[src/rtl/lsu_controller.sv]
// Load/store sequencing controller between the execute stage and the synchronous
// data memory. It takes one memory operation at a time and stalls the pipeline
// while the req/gnt/rvalid handshake runs. It also does lane alignment, load
// extension, legality checks and a bus timeout.
//
// state | meaning
// ------+---------------------------------------------------------------
// IDLE  | waiting for an operation; accept, latch and check in one cycle
// REQ   | mem_req high, address/data held until mem_gnt
// WAIT  | load granted, waiting for mem_rvalid
// RESP  | one-cycle done pulse with result/error flags, then back to IDLE
module lsu_controller #(
    parameter int unsigned TIMEOUT_CYCLES = 255
) (
    input  logic        clk,
    input  logic        rst_n,
    input  logic        ex_valid,
    input  logic        MemRead,
    input  logic [3:0]  MemWrite,
    input  logic [1:0]  MemReadSize,
    input  logic        MemReadSigned,
    input  logic [31:0] addr,
    input  logic [31:0] wdata,
    output logic        stall,
    output logic        done,
    output logic [31:0] rdata,
    output logic        err_misaligned,
    output logic        err_timeout,
    output logic        mem_req,
    output logic        mem_we,
    output logic [3:0]  mem_be,
    output logic [29:0] mem_addr,
    output logic [31:0] mem_wdata,
    input  logic        mem_gnt,
    input  logic        mem_rvalid,
    input  logic [31:0] mem_rdata
);

    typedef enum logic [1:0] {IDLE, REQ, WAIT, RESP} state_t;

    // The timer counts down from TIMEOUT_CYCLES-1. The terminal count is
    // zero, so REQ or WAIT gets exactly TIMEOUT_CYCLES cycles.
    localparam logic [7:0] TMR_LOAD = 8'(TIMEOUT_CYCLES - 1);

    state_t      state;
    logic [7:0]  tmr;
    logic        stall_q;
    logic        is_load_q;
    logic [1:0]  size_q;
    logic        signed_q;
    logic [1:0]  lane_q;

    logic        op_present;
    logic        mask_ok;
    logic        is_half;
    logic        is_word;
    logic        illegal;
    logic [31:0] store_data;
    logic [7:0]  byte_sel;
    logic [15:0] half_sel;
    logic [31:0] load_data;

    // Operation decode and legality checks on the live execute-stage inputs
    always_comb begin
        op_present = ex_valid & (MemRead | (|MemWrite));
        mask_ok    = 1'b0;
        case (MemWrite)
            4'b0000, 4'b0001, 4'b0011, 4'b1111: mask_ok = 1'b1;
            default:                            mask_ok = 1'b0;
        endcase
        is_half = MemRead ? (MemReadSize == 2'd1) : (MemWrite == 4'b0011);
        is_word = MemRead ? (MemReadSize == 2'd2) : (MemWrite == 4'b1111);
        illegal = (MemRead & (|MemWrite))
                | ~mask_ok
                | (MemRead & (MemReadSize == 2'd3))
                | (is_half & addr[0])
                | (is_word & (addr[1:0] != 2'b00));
        case (MemWrite)
            4'b0001: store_data = {4{wdata[7:0]}};
            4'b0011: store_data = {2{wdata[15:0]}};
            default: store_data = wdata;
        endcase
    end

    // Lane extraction and sign/zero extension of the returned read word
    always_comb begin
        case (lane_q)
            2'd0:    byte_sel = mem_rdata[7:0];
            2'd1:    byte_sel = mem_rdata[15:8];
            2'd2:    byte_sel = mem_rdata[23:16];
            default: byte_sel = mem_rdata[31:24];
        endcase
        half_sel = lane_q[1] ? mem_rdata[31:16] : mem_rdata[15:0];
        case (size_q)
            2'd0:    load_data = {{24{signed_q & byte_sel[7]}}, byte_sel};
            2'd1:    load_data = {{16{signed_q & half_sel[15]}}, half_sel};
            default: load_data = mem_rdata;
        endcase
    end

    // The accept cycle stalls combinationally. After that the stall is registered.
    assign stall = stall_q | (rst_n & (state == IDLE) & op_present);

    // Sequencing FSM with registered memory-side and completion outputs
    always_ff @(posedge clk or negedge rst_n) begin
        if (!rst_n) begin
            state          <= IDLE;
            tmr            <= '0;
            stall_q        <= 1'b0;
            is_load_q      <= 1'b0;
            size_q         <= '0;
            signed_q       <= 1'b0;
            lane_q         <= '0;
            done           <= 1'b0;
            rdata          <= '0;
            err_misaligned <= 1'b0;
            err_timeout    <= 1'b0;
            mem_req        <= 1'b0;
            mem_we         <= 1'b0;
            mem_be         <= '0;
            mem_addr       <= '0;
            mem_wdata      <= '0;
        end else begin
            done           <= 1'b0;
            err_misaligned <= 1'b0;
            err_timeout    <= 1'b0;
            case (state)
                IDLE: begin
                    if (op_present) begin
                        is_load_q <= MemRead;
                        size_q    <= MemReadSize;
                        signed_q  <= MemReadSigned;
                        lane_q    <= addr[1:0];
                        if (illegal) begin
                            state          <= RESP;
                            done           <= 1'b1;
                            err_misaligned <= 1'b1;
                        end else begin
                            state     <= REQ;
                            stall_q   <= 1'b1;
                            tmr       <= TMR_LOAD;
                            mem_req   <= 1'b1;
                            mem_we    <= ~MemRead;
                            mem_be    <= MemRead ? 4'b1111 : (MemWrite << addr[1:0]);
                            mem_addr  <= addr[31:2];
                            mem_wdata <= store_data;
                        end
                    end
                end
                REQ: begin
                    if (mem_gnt) begin
                        mem_req <= 1'b0;
                        if (is_load_q) begin
                            state <= WAIT;
                            tmr   <= TMR_LOAD;
                        end else begin
                            state   <= RESP;
                            stall_q <= 1'b0;
                            done    <= 1'b1;
                        end
                    end else if (tmr == 8'd0) begin
                        mem_req     <= 1'b0;
                        state       <= RESP;
                        stall_q     <= 1'b0;
                        done        <= 1'b1;
                        err_timeout <= 1'b1;
                    end else begin
                        tmr <= tmr - 8'd1;
                    end
                end
                WAIT: begin
                    if (mem_rvalid) begin
                        rdata   <= load_data;
                        state   <= RESP;
                        stall_q <= 1'b0;
                        done    <= 1'b1;
                    end else if (tmr == 8'd0) begin
                        state       <= RESP;
                        stall_q     <= 1'b0;
                        done        <= 1'b1;
                        err_timeout <= 1'b1;
                    end else begin
                        tmr <= tmr - 8'd1;
                    end
                end
                default: begin
                    state <= IDLE;
                end
            endcase
        end
    end

endmodule

[config.mk]
export PLATFORM = sky130hd
export DESIGN_NAME = lsu_controller
export DESIGN_NICKNAME = d
export VERILOG_FILES = /design/src/rtl/lsu_controller.sv
export SDC_FILE = /design/constraint.sdc
export NUM_CORES = 1
export LEC_CHECK = 0
export ABC_AREA = 1
export BUFFER_PORTS_ARGS = -buffer_cell sky130_fd_sc_hd__buf_4
export CAP_MARGIN = 0
export CORE_MARGIN = 3
export CORE_UTILIZATION = 40
export CTS_BUF_LIST = sky130_fd_sc_hd__clkbuf_16
export DETAILED_ROUTE_END_ITERATION = 10
export GPL_TIMING_DRIVEN = 0
export MAX_ROUTING_LAYER = met4
export PLACE_DENSITY = 0.75
export SLEW_MARGIN = 20
export SYNTH_ARGS = -nofsm -noshare
export SYNTH_HDL_FRONTEND = slang
export SYNTH_SLANG_ARGS = --single-unit
[constraint.sdc]
create_clock -name clk -period 3.8 [get_ports clk]
set_input_delay 0.19 -clock clk [delete_from_list [all_inputs] [get_ports clk]]
set_output_delay 0.19 -clock clk [all_outputs]
set_load 0.03 [all_outputs]
# Word level (Yosys, flattened, before mapping)

Index checks and enable logic that the tools add are counted.

$add $sub $neg: 1
Equality and inequality tests: 17
Shift operators: 1
Multiplexer cells: 43
Bitwise operators: 18
Reductions and logical operators: 16

Operators by type and width:

| operator                                            | count |
|---|---|
| one-hot mux 32 bit (2 select lines)                 | 2 |
| two-way mux 8 bit                                   | 6 |
| one-hot mux 8 bit (3 select lines)                  | 2 |
| two-way mux 1 bit                                   | 21 |
| two-way mux 16 bit                                  | 1 |
| two-way mux 2 bit                                   | 5 |
| bitwise AND 1 bit                                   | 9 |
| != test 3 bit, second input constant                | 3 |
| equality test 2 x 1 -> 1 bit, second input constant | 4 |
| equality test 2 bit, second input constant          | 4 |
| zero test 8 bit                                     | 1 |
| AND reduction 4 bit                                 | 2 |
| OR reduction 4 bit                                  | 2 |
| subtractor 8 x 1 -> 8 bit, second input constant    | 1 |
| zero test 2 bit                                     | 3 |
| != test 2 bit, second input constant                | 3 |
| bitwise OR 1 bit                                    | 6 |
| one-hot mux 1 bit (3 select lines)                  | 2 |
| one-hot mux 2 bit (3 select lines)                  | 1 |
| AND reduction 5 bit                                 | 1 |
| equality test 4 x 1 -> 1 bit, second input constant | 1 |
| equality test 4 x 2 -> 1 bit, second input constant | 1 |
| equality test 4 bit, second input constant          | 1 |
| zero test 4 bit                                     | 1 |
| 8 further kinds                                     | 13 |

Register bits after elaboration: 120
Input bits: 109
Output and inout port bits: 104
Logic and storage cells: 112

# Longest topological paths before layout

Gate-level depths: netlist of run 1.

Depth after elaboration: 11
Depth in mapped cells: 13
Mapped depth without buffers: 12

# Worst setup path after synthesis of run 1

OpenSTA, ideal clock, no wires.

Kind: reg2reg
Start point: reg state[0]
End point: reg tmr[6]
Library setup time: 127 ps
Arrival: 1607 ps
Slack: 2066 ps
Cell stages (with the launch flop): 10
Path buffers: 1
Clock period less this slack: 1734 ps
Cells stage by stage: dfrtp_1 -> inv_1 -> ha_1 -> clkbuf_1 -> nand2_1 -> inv_1 -> nor3_1 -> nand3_2 -> nand2_1 -> o21ai_0

Longest elaborated chain between the ends: 3

Ends and longest elaborated chain:

| item                                                       | RTL line | source |
|---|---|---|
| start, declared                                            | 45       | `state_t state;` |
| start signal, assigned                                     | 107      | `state <= IDLE;` |
| start signal, assigned                                     | 135      | `state <= RESP;` |
| start signal, assigned                                     | 139      | `state <= REQ;` |
| equality test 2 x 1 -> 1 bit, or another cell as far along | 127      | `case (state)` |
| != test 3 bit (no line), or another cell as far along      | n/a      |  |
| AND reduction 5 bit (no line)                              | n/a      |  |
| end signal, assigned                                       | 168      | `tmr <= tmr - 8'd1;` |
| end signal, assigned                                       | 183      | `tmr <= tmr - 8'd1;` |
| end, declared                                              | 46       | `logic [7:0] tmr;` |

Parallel ways exist; a longest one is shown, timed or not.
A chain may end at the register's enable or synchronous reset.

# Final worst setup path of run 1

Start point: reg state[0]
End point: reg tmr[7]

The elaborated chain is that of the path after synthesis.

==> results.json, run 1 <==
{
  "outcome": "complete, no violations",
  "clkLatencyLatePin_ps": 420,
  "start_kind": "flip-flop",
  "wirelength_um": 20500,
  "area_delta_synth_final_pct": 45.8,
  "setup_tns_ps": 0,
  "synth_area_leader_cell": "dfrtp_1",
  "die_area_um2": 17000,
  "synth_edf_count": 0,
  "vias": 6643,
  "r2r-start": "state[0]",
  "drc": 0,
  "htreeDepth": 4,
  "crit_start": "state[0]",
  "period_minus_slack_ps": 2180,
  "gr-total-overflow": 0,
  "synth_seq_cells": 120,
  "grt_setup_unrepaired": "false",
  "die_x_um": 130,
  "ios": 213,
  "synth.distinct_cells": 35,
  "power.leakage_nw": 4.65,
  "report.final.setup_viol": 0,
  "clockBufferDepth": 2,
  "grt_pass1_wl_um": 31700,
  "cts_tree": "done",
  "grt_usage": 0.247,
  "clock-sinks": 120,
  "antenna_found_initial": 0,
  "syn-cell-area_um2": 6190,
  "grt_start_max_net_pins": 72,
  "yosysTopAreaCellShare": 0.485,
  "grt_pass1_vias": 6478,
  "io_buffers": 212,
  "clkTransAtPathRegs_ps": 60,
  "ys_seq_area_frac": 0.485,
  "yosysWarnings": 0,
  "die_h_um": 130,
  "total_power_mw": 7.72,
  "routed_via_density": 5.21,
  "fillers": 1256,
  "slew_violations": 0,
  "max_stage_delay_ps": 390,
  "hp-class": "in2reg",
  "synthTopCellsByCount": "nand2_1, dfrtp_1, o21ai_0, nor2_1, a21oi_1",
  "layout.nets": 1195,
  "antenna_cells": 0,
  "crit_buf_inv": 4,
  "syn-num-nets": 923,
  "core_area_um2": 14800,
  "gp_congestion": 0.876,
  "fin_skew_ps": 12.5,
  "path_class": "reg2reg",
  "ys_top_cells_by_area": "dfrtp_1, nand2_1, o21ai_0, a21oi_1, nor2_1",
  "cp_slowest_cell": "dfrtp_1",
  "ant_nets": 0,
  "cp-end-kind": "flip-flop",
  "async_reset_ff_frac": 1.00,
  "slew_headroom": 0.552,
  "regArea_um2": 3000,
  "drt_iter0_markers": 405,
  "ctsResizeCount": 0,
  "wl_per_cell_um": 16.0,
  "multi_input_area_um2": 2720,
  "path_cells": "inv_1 > ha_1 > clkbuf_1 > nand2_1 > inv_1 > nor3_1 > inv_1 > nor2_2 > nand2_1 > nand2_1",
  "min_to": "rdata[0]",
  "crit_fanout": 8,
  "power_density_nw_per_um2": 856,
  "arrival_ps": 2540,
  "finalHoldViolCount": 0,
  "rows": 44,
  "avgSynthCellArea_um2": 7.67,
  "synth.most_common_cell": "nand2_1",
  "cts_root_buf": "clkbuf_16",
  "critPathTopFamily": "simple AND/OR/NAND/NOR gates",
  "numCtsBuffers": 17,
  "min_path_cells": 3,
  "timing.rr.end": "tmr[7]",
  "syn_inst": 807,
  "dp_hpwl_um": 14600,
  "start_util": 0.418,
  "crit_required_ps": 4150,
  "worstHoldStart": "mem_rdata[0]",
  "drive_gt1_frac": 0.255,
  "drtPass1Iterations": 6,
  "ys.flop_type": "dfrtp_1",
  "r2r_slack_ps": 1620,
  "fmax_ghz": 0.458,
  "timing.max_cap.violations": 0,
  "peakVddDrop_mv": 0.454,
  "period_share": 0.575,
  "worst_r2r_path_depth": 10,
  "worst_slew_pin_slew_ps": 672
}
[power breakdown]
| group | leakage (nW) | internal [mW] | switching (mW) |
|---|---|---|---|
| logic | 2.89 | 1.35 | 2.54 |
| clock network | 0.277 | 0.965 | 0.616 |
| registers | 1.48 | 1.87 | 0.378 |
[kinds of logic after synthesis]
group | synth area share
mux | 0.00162
flops | 0.485
buf+inv | 0.0750
compound gates | 0.166
fa+ha+maj | 0.0142
simple gates | 0.255
xor+xnor | 0.00283
[final cells by class]
type | count | area share
inverters | 64 | 0.0266
plain buffers | 39 | 0.0248
multi-input cells | 584 | 0.301
flip-flops and latches | 120 | 0.333
clock inverters | 15 | 0.0171
well taps | 184 | 0.0255
clock buffers | 17 | 0.0472
repair buffers | 253 | 0.224
[worst reg2reg max path, delay by kind of cell (launching register included)]
kind	cells	cell delay, ps
simple gates	5	990
buf+inv	4	540
flops	1	390
fa+ha+maj	1	200
[how the worst max path moves through the flow]
| stage | endpoint | slack (ps) | cells past startpoint |
|---|---|---|---|
| 6_report | tmr[7] | 1620 | 10 |
| 3_3_place_gp | tmr[5] | 1610 | 10 |
| 3_5_place_dp | tmr[7] | 1600 | 10 |
| 2_1_floorplan | tmr[6] | 2070 | 9 |
| 5_1_grt | tmr[5] | 1320 | 10 |
| 4_1_cts | tmr[6] | 1580 | 9 |
[metal layers]
| layer | up-vias | wire, um | GRT usage |
|---|---|---|---|
| met5 | - | 0 | - |
| met4 | 0 | 451 | 0.0738 |
| met3 | 50 | 2000 | 0.0864 |
| met2 | 315 | 9700 | 0.391 |
| met1 | 3087 | 8310 | 0.299 |
| li1 | 3191 | - | - |
[per-stage QoR]
stage                     hold slack (ps)  cell area [um^2]  worst slack [ps]  instances   util
after floorplan                      -106              6190              2070        807      -
after global placement                391              8010              1610       1203  0.541
after detailed placement              251              8040              1600       1204  0.543
after CTS                            13.9              9020              1580       1276  0.609
after global routing                 21.8              9020              1320       1276  0.609
final                                26.5              9020              1620       1276  0.609
[registers in the layout, indices dropped and copies added (netlist names), 2 cells and up]
| register | flops |
|---|---|
| mem_addr | 30 |
| state | 2 |
| mem_wdata | 32 |
| tmr | 8 |
| size_q | 2 |
| lane_q | 2 |
| mem_be | 4 |
| rdata | 32 |
[placed cells by master (no fill, tap or decap), types with 2 or more instances in the layout]
cell type,Yosys,final
nand2_1,248,248
buf_4,3,214
dfrtp_1,120,120
o21ai_0,106,106
nor2_1,66,66
a21oi_1,65,65
inv_1,58,58
nand3_1,46,46
dlygate4sd3_1,0,40
clkbuf_1,23,23
clkbuf_16,0,17
buf_6,8,9
nand4_1,7,7
o211ai_1,7,7
ha_1,7,7
a221oi_1,6,6
buf_2,5,5
inv_2,4,4
clkinv_4,0,4
clkinv_1,2,3
a31oi_1,3,3
clkinv_2,0,3
clkinvlp_4,0,3
nand2_4,2,2
nor2_4,2,2
or2_2,2,2
o22ai_1,2,2
nor2_2,2,2
xor2_1,2,2
bufinv_16,0,2
inv_6,0,2
[what timing repair did]
action,in CTS,in global routing
endpoints found under the setup margin,0,0
endpoints found under the hold margin,108,0
buffers inserted,0,0
hold buffers,40,0
No activity file was read; power rests on OpenSTA's default activity.
==> run 2, diff against run 1 <==
clock period = 2.25 ns   (was 3.8 ns; I/O delays follow)
==> run 2 against run 1 <==
Net effect:
- critical path depth down 1
- worst hold slack worse by 11 ps
- final cell count up 1.7%
- die area unchanged
- sequential share of layout area down 0.85 points
- via count up 2.2%
- power up 70%
- first-iteration DRC count up 8.6%
- critical endpoint is now tmr[6]
- setup slack worse by 1400 ps
- routed wire length up 2.1%
==> results.json, run 2 (synthesis gave the netlist of run 1 again) <==
{
  "outcome": "complete, no violations",
  "ios": 213,
  "dp_slack_ps": 48.3,
  "crit_fanout": 10,
  "area_delta_synth_final_pct": 49.6,
  "grt_pass1_wl_um": 32700,
  "total_power_mw": 13.1,
  "dp_hpwl_um": 14600,
  "drive_gt1_frac": 0.253,
  "gp_congestion": 0.876,
  "die_h_um": 130,
  "cp-end-kind": "flip-flop",
  "fmax_ghz": 0.491,
  "power.leakage_nw": 4.75,
  "multi_input_area_um2": 2730,
  "cts_tree": "done",
  "io_buffers": 212,
  "cts_setup_buffers": 0,
  "finalHoldViolCount": 0,
  "setup_slack_ps": 212,
  "grt_start_max_net_pins": 72,
  "hp-class": "in2reg",
  "antenna_cells": 0,
  "htreeDepth": 4,
  "numCtsBuffers": 17,
  "die_area_um2": 17000,
  "critPathTopFamily": "simple AND/OR/NAND/NOR gates",
  "max_stage_delay_ps": 400,
  "worst_slew_pin_slew_ps": 676,
  "cp_slowest_cell": "dfrtp_1",
  "finish.utilization": 0.625,
  "drt_iter0_markers": 440,
  "p_sw_mw": 6.01,
  "clkLatencyLatePin_ps": 420,
  "switching_share": 0.458,
  "final_cell_mix": "nand2_1, buf_4, dfrtp_1",
  "rows": 44,
  "grt_setup_unrepaired": "true",
  "clock-sinks": 120,
  "power_density_nw_per_um2": 1420,
  "period_share": 0.906,
  "drtPass1Iterations": 7,
  "regArea_um2": 3000,
  "dp.cells": 1204,
  "arrival_ps": 2330,
  "crit_buf_inv": 3,
  "vias": 6789,
  "slew_headroom": 0.549,
  "cpMostUsedCell": "inv_1",
  "final_common_cell": "nand2_1",
  "layout.nets": 1217,
  "timing.max_cap.violations": 0,
  "grt_usage": 0.254,
  "wl_per_cell_um": 16.1,
  "clkTransAtPathRegs_ps": 60,
  "start_util": 0.418,
  "drc": 0,
  "cts_root_buf": "clkbuf_16",
  "instances_no_fill": 1298,
  "crit_required_ps": 2540,
  "top_regs": "mem_wdata (32), rdata (32), mem_addr (30)",
  "start_kind": "flip-flop",
  "p_seq_frac": 0.290,
  "routed_via_density": 5.23,
  "gr-total-overflow": 0,
  "power_frac_comb": 0.506,
  "report.final.setup_viol": 0,
  "clockBufferDepth": 2,
  "path_class": "reg2reg",
  "antenna_found_initial": 0,
  "whs_ps": 15.1,
  "ant_nets": 0,
  "slew_violations": 0,
  "period_minus_slack_ps": 2040,
  "fillers": 1219,
  "die_x_um": 130,
  "pwr-share-clk": 0.204,
  "wirelength_um": 20900,
  "p_int_mw": 7.11,
  "peakVddDrop_mv": 0.926,
  "fin_skew_ps": 7.26,
  "path_cells": "inv_1 > ha_1 > clkbuf_1 > nand2_2 > inv_1 > nor3_2 > nand3_2 > nand2_1 > o21ai_0",
  "core_area_um2": 14800,
  "grt_pass1_vias": 6661
}
## run 2: changes by cell type in the layout (fill, tap and decap cells not counted), sizes merged
cell and change:
dlygate4sd3 +22
## run 2: final timing paths
path / slack (ps) / endpoint / cells after the start / startpoint
setup / recovery: 210 / tmr[6] / 9 / state[0]
min in group asynchronous: 290 / mem_wdata[15] / 2 / rst_n
setup reg to reg: 210 / tmr[6] / 9 / state[0]
max in group asynchronous: 1270 / rdata[10] / 3 / rst_n
hold reg to reg: 490 / rdata[1] / 2 / rdata[1]
hold / removal: 20 / mem_wdata[10] / 3 / wdata[10]
## run 2: metal layers
| metal | share of wire | global-route usage | vias to the layer above |
|---|---|---|---|
| met5 | 0 | - | - |
| met4 | 0.022 | 0.0714 | 0 |
| met3 | 0.096 | 0.0892 | 46 |
| met2 | 0.48 | 0.404 | 329 |
| met1 | 0.40 | 0.308 | 3178 |
| li1 | - | - | 3236 |
## run 2: cell type report
type / instances / share of cell area
multi-input cells: 584 / 0.295
repair buffers: 275 / 0.242
clock inverters: 15 / 0.0166
flip-flops and latches: 120 / 0.324
inverters: 64 / 0.0260
well taps: 184 / 0.0249
clock buffers: 17 / 0.0460
plain buffers: 39 / 0.0245
## run 2: metrics by stage
| stage | cell area, um^2 | TNS, ps |
|---|---|---|
| 3_5_place_dp | 8040 | 0 |
| 2_1_floorplan | 6190 | 0 |
| 6_report | 9250 | 0 |
| 5_1_grt | 9250 | -17.0 |
| 3_3_place_gp | 8010 | 0 |
| 4_1_cts | 9240 | 0 |
## run 2: what timing repair did
action                                  CTS  global route
resized for setup                         0             7
hold buffers                             62             0
endpoints found under the setup margin    0            38
endpoints found under the hold margin   130             0
## run 2: worst register-to-register path, stage by stage (launching register included)
cell and delay, ps:
dfrtp_1 400, inv_1 110, ha_1 200, clkbuf_1 190
nand2_2 150, inv_1 150, nor3_2 260, nand3_2 250
nand2_1 130, o21ai_0 80
## run 2: power by group through the flow
stage	combinational, mW	sequential (mW)	clock, mW
floorplan	2.49	5.35	0
global placement	6.38	3.77	0
detailed placement	6.48	3.79	0
CTS	6.58	3.79	2.71
global route	7.25	3.92	2.81
finish	6.64	3.80	2.67
